--- src/rtl/axi_stream_split_pkg.sv ---
// Shared constants and types for the wide-to-72-bit AXI-Stream splitter.
package axi_stream_split_pkg;

  localparam int unsigned OSIZE = 72;

  typedef enum logic [1:0] {EMPTY, LO, HI} split_state_e;

  // Upper chunk of a beat that has been zero-extended to 2*OSIZE bits.
  function automatic logic [OSIZE-1:0] hi_chunk(input logic [2*OSIZE-1:0] data);
    return OSIZE'(data >> OSIZE);
  endfunction

endpackage

--- src/rtl/axi_stream_split_143_to_72bit_if.sv ---
// Wide input stream and 72-bit output stream bundled for the splitter.
interface axi_stream_split_143_to_72bit_if #(
  parameter int unsigned DSIZE = 143
);

  logic [DSIZE-1:0]                      axis_in_tdata;
  logic                                  axis_in_tlast;
  logic                                  axis_in_tvalid;
  logic                                  axis_in_tready;
  logic [axi_stream_split_pkg::OSIZE-1:0] axis_out_tdata;
  logic                                  axis_out_tlast;
  logic                                  axis_out_tuser;
  logic                                  axis_out_tvalid;
  logic                                  axis_out_tready;

  // Splitter side: consumes the wide stream, produces the chunk stream.
  modport slave (
    input  axis_in_tdata, axis_in_tlast, axis_in_tvalid,
    output axis_in_tready,
    output axis_out_tdata, axis_out_tlast, axis_out_tuser, axis_out_tvalid,
    input  axis_out_tready
  );

  // Environment side: produces the wide stream, consumes the chunk stream.
  modport master (
    output axis_in_tdata, axis_in_tlast, axis_in_tvalid,
    input  axis_in_tready,
    input  axis_out_tdata, axis_out_tlast, axis_out_tuser, axis_out_tvalid,
    output axis_out_tready
  );

endinterface

--- src/rtl/axi_stream_split_143_to_72bit.sv ---
// Splits each wide AXI-Stream beat into a LO and a zero-padded HI 72-bit chunk.
module axi_stream_split_143_to_72bit
  import axi_stream_split_pkg::*;
#(
  parameter int unsigned DSIZE = 143
) (
  input  logic aclk,
  input  logic areset,
  input  logic aclken,
  axi_stream_split_143_to_72bit_if.slave axis
);

  localparam int unsigned EXT_W = 2 * OSIZE;

  if (DSIZE < OSIZE + 1 || DSIZE > EXT_W - 1) begin : g_dsize_check
    $error("DSIZE must lie in 73..143");
  end

  split_state_e     state_q, state_d;
  logic [DSIZE-1:0] buf_data_q, buf_data_d;
  logic             buf_last_q, buf_last_d;
  logic             in_fire, out_fire;
  logic [EXT_W-1:0] buf_ext;

  assign buf_ext = EXT_W'(buf_data_q);

  // Accept in EMPTY, or in HI when the last chunk leaves this cycle.
  assign axis.axis_in_tready = !areset &&
                               (state_q == EMPTY || (state_q == HI && axis.axis_out_tready));

  assign in_fire  = axis.axis_in_tvalid && axis.axis_in_tready && aclken;
  assign out_fire = axis.axis_out_tvalid && axis.axis_out_tready && aclken;

  always_comb begin
    axis.axis_out_tvalid = (state_q != EMPTY);
    axis.axis_out_tuser  = (state_q == HI);
    axis.axis_out_tlast  = (state_q == HI) && buf_last_q;
    case (state_q)
      LO:      axis.axis_out_tdata = buf_data_q[OSIZE-1:0];
      HI:      axis.axis_out_tdata = hi_chunk(buf_ext);
      default: axis.axis_out_tdata = '0;
    endcase
  end

  always_comb begin
    state_d    = state_q;
    buf_data_d = buf_data_q;
    buf_last_d = buf_last_q;
    case (state_q)
      EMPTY: begin
        if (in_fire) begin
          state_d    = LO;
          buf_data_d = axis.axis_in_tdata;
          buf_last_d = axis.axis_in_tlast;
        end
      end
      LO: begin
        if (out_fire) state_d = HI;
      end
      HI: begin
        if (in_fire) begin
          state_d    = LO;
          buf_data_d = axis.axis_in_tdata;
          buf_last_d = axis.axis_in_tlast;
        end else if (out_fire) begin
          state_d = EMPTY;
        end
      end
      default: state_d = EMPTY;
    endcase
  end

  always_ff @(posedge aclk) begin
    if (areset) begin
      state_q    <= EMPTY;
      buf_data_q <= '0;
      buf_last_q <= 1'b0;
    end else begin
      state_q    <= state_d;
      buf_data_q <= buf_data_d;
      buf_last_q <= buf_last_d;
    end
  end

endmodule

--- src/flat_wrapper.sv ---
// flat-port wrapper written by rule: the top's interface ports become plain ports
module axi_stream_split_143_to_72bit_flat import axi_stream_split_pkg::*;
#(
  parameter int unsigned DSIZE = 143
)
  (aclk, areset, aclken, axis_axis_in_tdata, axis_axis_in_tlast, axis_axis_in_tvalid, axis_axis_in_tready, axis_axis_out_tdata, axis_axis_out_tlast, axis_axis_out_tuser, axis_axis_out_tvalid, axis_axis_out_tready);
  axi_stream_split_143_to_72bit_if #(.DSIZE(DSIZE)) axis_i ();
  input  logic aclk;
  input  logic areset;
  input  logic aclken;
  input wire logic [$bits(axis_i.axis_in_tdata)-1:0] axis_axis_in_tdata;
  input wire logic [$bits(axis_i.axis_in_tlast)-1:0] axis_axis_in_tlast;
  input wire logic [$bits(axis_i.axis_in_tvalid)-1:0] axis_axis_in_tvalid;
  output wire logic [$bits(axis_i.axis_in_tready)-1:0] axis_axis_in_tready;
  output wire logic [$bits(axis_i.axis_out_tdata)-1:0] axis_axis_out_tdata;
  output wire logic [$bits(axis_i.axis_out_tlast)-1:0] axis_axis_out_tlast;
  output wire logic [$bits(axis_i.axis_out_tuser)-1:0] axis_axis_out_tuser;
  output wire logic [$bits(axis_i.axis_out_tvalid)-1:0] axis_axis_out_tvalid;
  input wire logic [$bits(axis_i.axis_out_tready)-1:0] axis_axis_out_tready;
  assign axis_i.axis_in_tdata = axis_axis_in_tdata;
  assign axis_i.axis_in_tlast = axis_axis_in_tlast;
  assign axis_i.axis_in_tvalid = axis_axis_in_tvalid;
  assign axis_axis_in_tready = axis_i.axis_in_tready;
  assign axis_axis_out_tdata = axis_i.axis_out_tdata;
  assign axis_axis_out_tlast = axis_i.axis_out_tlast;
  assign axis_axis_out_tuser = axis_i.axis_out_tuser;
  assign axis_axis_out_tvalid = axis_i.axis_out_tvalid;
  assign axis_i.axis_out_tready = axis_axis_out_tready;
  axi_stream_split_143_to_72bit #(.DSIZE(DSIZE)) u_core (.aclk(aclk), .areset(areset), .aclken(aclken), .axis(axis_i));
endmodule
--- config.mk ---
export PLATFORM = sky130hd
export DESIGN_NAME = axi_stream_split_143_to_72bit_flat
export DESIGN_NICKNAME = d
export VERILOG_FILES = /design/src/rtl/axi_stream_split_pkg.sv /design/src/rtl/axi_stream_split_143_to_72bit_if.sv /design/src/rtl/axi_stream_split_143_to_72bit.sv /design/src/flat_wrapper.sv
export SDC_FILE = /design/constraint.sdc
export NUM_CORES = 1
export LEC_CHECK = 0
export ABC_AREA = 1
export CAP_MARGIN = 10
export CORE_MARGIN = 3
export CORE_UTILIZATION = 40
export CTS_CLUSTER_DIAMETER = 120
export CTS_CLUSTER_SIZE = 20
export DETAILED_ROUTE_END_ITERATION = 12
export PLACE_DENSITY = 0.79
export SLEW_MARGIN = 20
export SYNTH_ARGS = -nofsm -noshare
export SYNTH_HDL_FRONTEND = slang
export SYNTH_SLANG_ARGS = --single-unit
export TNS_END_PERCENT = 30
--- constraint.sdc ---
create_clock -name aclk -period 1.65 [get_ports aclk]
set_input_delay 0.33 -clock aclk [delete_from_list [all_inputs] [get_ports aclk]]
set_output_delay 0.33 -clock aclk [all_outputs]
set_load 0.02 [all_outputs]
Word level (Yosys, flattened, before mapping)
Index checks and enable logic that the tools add are counted.
{"block": "op_classes", "add_sub_neg": 0, "mul": 0, "n_div": 0, "n_lt_le_gt_ge": 0, "n_eq_ne": 5, "shifts": 0, "muxes": 6, "n_bitwise": 0, "reduce_logical": 14}
{"operator": "case mux 72 bit (2 select lines)", "count": 1}
{"operator": "two-way mux 2 bit", "count": 4}
{"operator": "logical AND 1 bit", "count": 7}
{"operator": "case mux 2 bit (3 select lines)", "count": 1}
{"operator": "inequality test 2 x 1 -> 1 bit, second input constant", "count": 2}
{"operator": "inequality test 3 x 1 -> 1 bit, second input constant", "count": 1}
{"operator": "AND reduction 3 bit", "count": 1}
{"operator": "equality test 2 x 1 -> 1 bit, second input constant", "count": 1}
{"operator": "equality test 2 bit, second input constant", "count": 1}
{"operator": "logical NOT 2 bit", "count": 1}
{"operator": "AND reduction 2 bit", "count": 1}
{"operator": "nonzero test 2 bit", "count": 1}
{"operator": "OR reduction 2 bit", "count": 1}
{"operator": "logical NOT 1 bit", "count": 1}
{"operator": "logical OR 1 bit", "count": 1}
{"block": "word_totals", "regBits": 146, "latch_bits": 0, "ramBits": 0, "rom_bits": 0, "word_cells": 28, "mem_count": 0}

Longest topological paths before layout
{"block": "depth", "ltp_word": 8, "mapped_depth": 11}

Worst setup path before layout
OpenSTA, ideal clock, no wires.
{"block": "synth_path", "path_type": "register -> output", "from": "reg u_core.state_q[0]", "to": "out axis_axis_out_tdata[58]", "arrival_time_ns": 1.610, "slack_ns": -0.290, "path_stages_with_launch": 6, "n_path_buf": 1, "cell_sequence": "dfxtp_1 inv_1 ha_1 inv_1 clkbuf_1 o32ai_1"}
{"block": "synth_between", "elab_chain_len": 2, "elab_cells_between_ends": 3}
{"element": "from (decl)", "line": "axi_stream_split_143_to_72bit.sv:19", "text": "split_state_e state_q, state_d;"}
{"element": "from (signal assigned)", "line": "axi_stream_split_143_to_72bit.sv:79", "text": "state_q <= state_d;"}
{"element": "equality test 2 bit"}
{"element": "via axis_axis_out_tuser", "line": "flat_wrapper.sv:17", "text": "output wire logic [$bits(axis_i.axis_out_tuser)-1:0] axis_axis_out_tuser;"}
{"element": "case mux 72 bit (2 select lines)", "line": "axi_stream_split_143_to_72bit.sv:38", "text": "case (state_q)"}
{"element": "to (decl)", "line": "flat_wrapper.sv:15", "text": "output wire logic [$bits(axis_i.axis_out_tdata)-1:0] axis_axis_out_tdata;"}
The timed path passes the listed nets, and every way through them passes these cells.

Worst setup path after layout
{"block": "layout_path", "from": "reg u_core.state_q[0]", "to": "out axis_axis_out_tdata[8]"}
{"block": "layout_between", "elab_chain_len": 2, "elab_cells_between_ends": 3}
{"element": "equality test 2 bit / equality test 2 x 1 -> 1 bit (equally long branches)", "line": "axi_stream_split_143_to_72bit.sv:38"}
{"element": "case mux 72 bit (2 select lines) *", "line": "axi_stream_split_143_to_72bit.sv:38"}
Every way passes the cells marked *; elsewhere a longest branch is shown, timed or not.

==> metrics.yaml <==
combinationalPowerShare_pct: 22.6
wl_per_cell_um: 15.4
rows: 43
synth.area.mux_share_pct: 0
synthSimpleGateAreaFrac_pct: 1.69
vias_per_cell: 4.96
setup_slack_ps: -504
finalHoldViolations: 0
synth_area_mm2: 0.00591
synth_top_cell_area_share_pct: 49.5
synth.top_cells.by_area: "dfxtp_1 (49%), a21oi_1 (13%), inv_1 (9.5%)"
synth_compound_gate_area_share_pct: 32.6
fin_setup_tns_ps: -51800
seqCellArea_mm2: 0.00293
hpwl_mm: 12.8
antenna_found_initial: 0
worst_slew_pin_slew_ps: 389
seq_area_frac_synth_pct: 49.5
fin_skew_ps: 4.73
clk_pin_slew_ps: 60
timing.fmax_mhz: 464
crit_type: "reg2out"
num_io_pins: 225
cp.required_ps: 1320
rsz0062_at_grt: "true"
final_cell_mix: "clkdlybuf4s50_1 (148), inv_1 (146), a21oi_1 (146)"
grt_pass1_wl_mm: 28.4
start_util_pct: 41.8
period_needed_ps: 2150
synth.distinct_cells: 20
p_int_mw: 7.36
synth_top_area_cell: "dfxtp_1"
antenna_left: 0
grt_max_degree: 91
clk_latency_ps: 410
switching_share_pct: 27.5
synth_xor_area_share_pct: 0
coreArea_mm2: 0.0141
die_area_mm2: 0.0163
wl_mm: 18.1
layout-drive-gt1-share_pct: 27.7
numClockSinks: 146
maxCapViolations: 0
switching_power_mw: 2.79
vias: 5833
sequentialPowerShare_pct: 38.6
max_slew_margin_pct: 74.1
first_pass_iters: 4
n_fill_cell: 1040
synth_top_family_by_area: "compound AO/OA/AOI/OAI gates"
worstSetupEndpointType: "primary output"
period_share_pct: 131
synth-adder-area-share_pct: 0.847
multi_input_area_mm2: 0.00303
grt_pass1_vias: 5724
failed_checks: "negative setup slack"
ys_seq_elements: 146
syn_avg_cell_area_um2: 7.94
cp.arrival_ps: 1820
path_max_fanout: 6
die_x_um: 128
syn2layout_area_growth_pct: 76.6
status: "complete, but fails checks"
tritoncts: "built"
ir_drop_mv: 0.744
yosys_warnings: 0
synth_cells: 744
drt_iter0_drc: 258
report.final.setup_viol: 218
hp-class: "reg2reg"
gp_congestion: 0.804
diodes: 0
track_usage_pct: 21.7
syn-num-nets: 897
p_leak_nw: 3.69
cts_htree_levels: 4
p_total_mw: 10.1
timing.final.max_slew_violations: 0
cts-root-buf: "clkbuf_16"
grt_overflow: 0
nets: 1137
cts_buffer_depth: 2
port_buffers: 224
die_y_um: 128
cts_buffers: 17
pwr_density_cell_mw_per_mm2: 972
start_kind: "register"
p_clk_share_pct: 38.8
mostFrequentLayoutCell: "clkdlybuf4s50_1"
drc_errors: 0
==> cells by family (layout without fill, tap and decap cells) <==
group | after synthesis | in the layout
DFF | 146 | 146
adders and majority gates | 4 | 4
AOI/OAI and AO/OA | 362 | 362
buffers and inverters | 213 | 466
and+or+nand+nor | 19 | 19
==> layout make-up <==
type	instances	area share (%)
Sequential cell	146	28.0
Clock inverter	12	1.49
Clock buffer	20	4.38
Tap cell	180	2.16
Inverter	152	5.50
Multi-Input combinational cell	385	29.1
Timing Repair Buffer	282	29.4
==> worst paths after layout <==
kind | from | to | slack, ps | cells after the start
min reg2reg | u_core.buf_data_q[56] | u_core.buf_data_q[56] | 470 | 2
max reg2reg | u_core.state_q[0] | u_core.buf_data_q[33] | -220 | 12
min | u_core.buf_data_q[56] | u_core.buf_data_q[56] | 470 | 2
max | u_core.state_q[0] | axis_axis_out_tdata[8] | -500 | 7
==> power by group through the flow <==
stage          combinational (mW)  clock, mW  sequential, mW
2_1_floorplan                1.30          0            3.97
3_3_place_gp                 2.09          0            3.98
3_5_place_dp                 2.13          0            3.99
4_1_cts                      2.20       4.01            3.92
5_1_grt                      2.48       4.16            3.94
6_report                     2.29       3.94            3.92
==> flip-flops by register name, indices dropped and copies added, names as in the netlist <==
name	flops
u_core.buf_data_q	143
u_core.state_q	2
u_core.buf_last_q	1
==> worst max-delay path, stage by stage, from the launching register on <==
cell	delay [ps]
dfxtp_2	340
inv_2	60
ha_4	310
nand2_4	110
buf_12	170
buf_12	130
o22ai_2	140
buf_6	150
==> cell usage after synthesis <==
cell and count:
inv_2 2, clkbuf_1 32, buf_1 4, dfxtp_1 146
buf_6 12, nand2_2 3, nand4_1 1, ha_1 4
o21ai_1 66, nand2_1 8, o21ai_0 77, o22ai_1 60
o32ai_1 11, buf_4 1, inv_1 150, nand3_1 4
nand3_4 1, buf_2 12, nor2_1 2, a21oi_1 148
==> through the flow <==
| step | cell area (um^2) | hold slack [ps] | utilization (%) | setup slack (ps) | std cells |
|---|---|---|---|---|---|
| final | 10400 | 467 | 73.8 | -504 | 1177 |
| after floorplan | 6830 | 392 | - | -13.9 | 744 |
| after detailed placement | 9550 | 460 | 67.5 | -598 | 1140 |
| after global routing | 10400 | 485 | 73.8 | -565 | 1177 |
| after CTS | 10200 | 469 | 72.2 | -500 | 1174 |
| after global placement | 9550 | 455 | 67.5 | -558 | 1140 |
==> timing repair <==
item                       in CTS  in global routing
gates resized for setup       434                105
gates cloned                    2                  1
buffers inserted                0                  2
setup endpoints to repair     221                222
pin swaps                       1                  3
hold buffers                    0                  0
==> layer usage <==
layer | global-route usage (%) | part of all wire, % | up-vias
met5 | 0 | 0 | -
met4 | 7.82 | 2.8 | 0
met3 | 6.73 | 6.8 | 35
met2 | 37.2 | 49 | 167
met1 | 25.5 | 41 | 2639
li1 | - | - | 2992
Power figures use the tool's default switching activity.
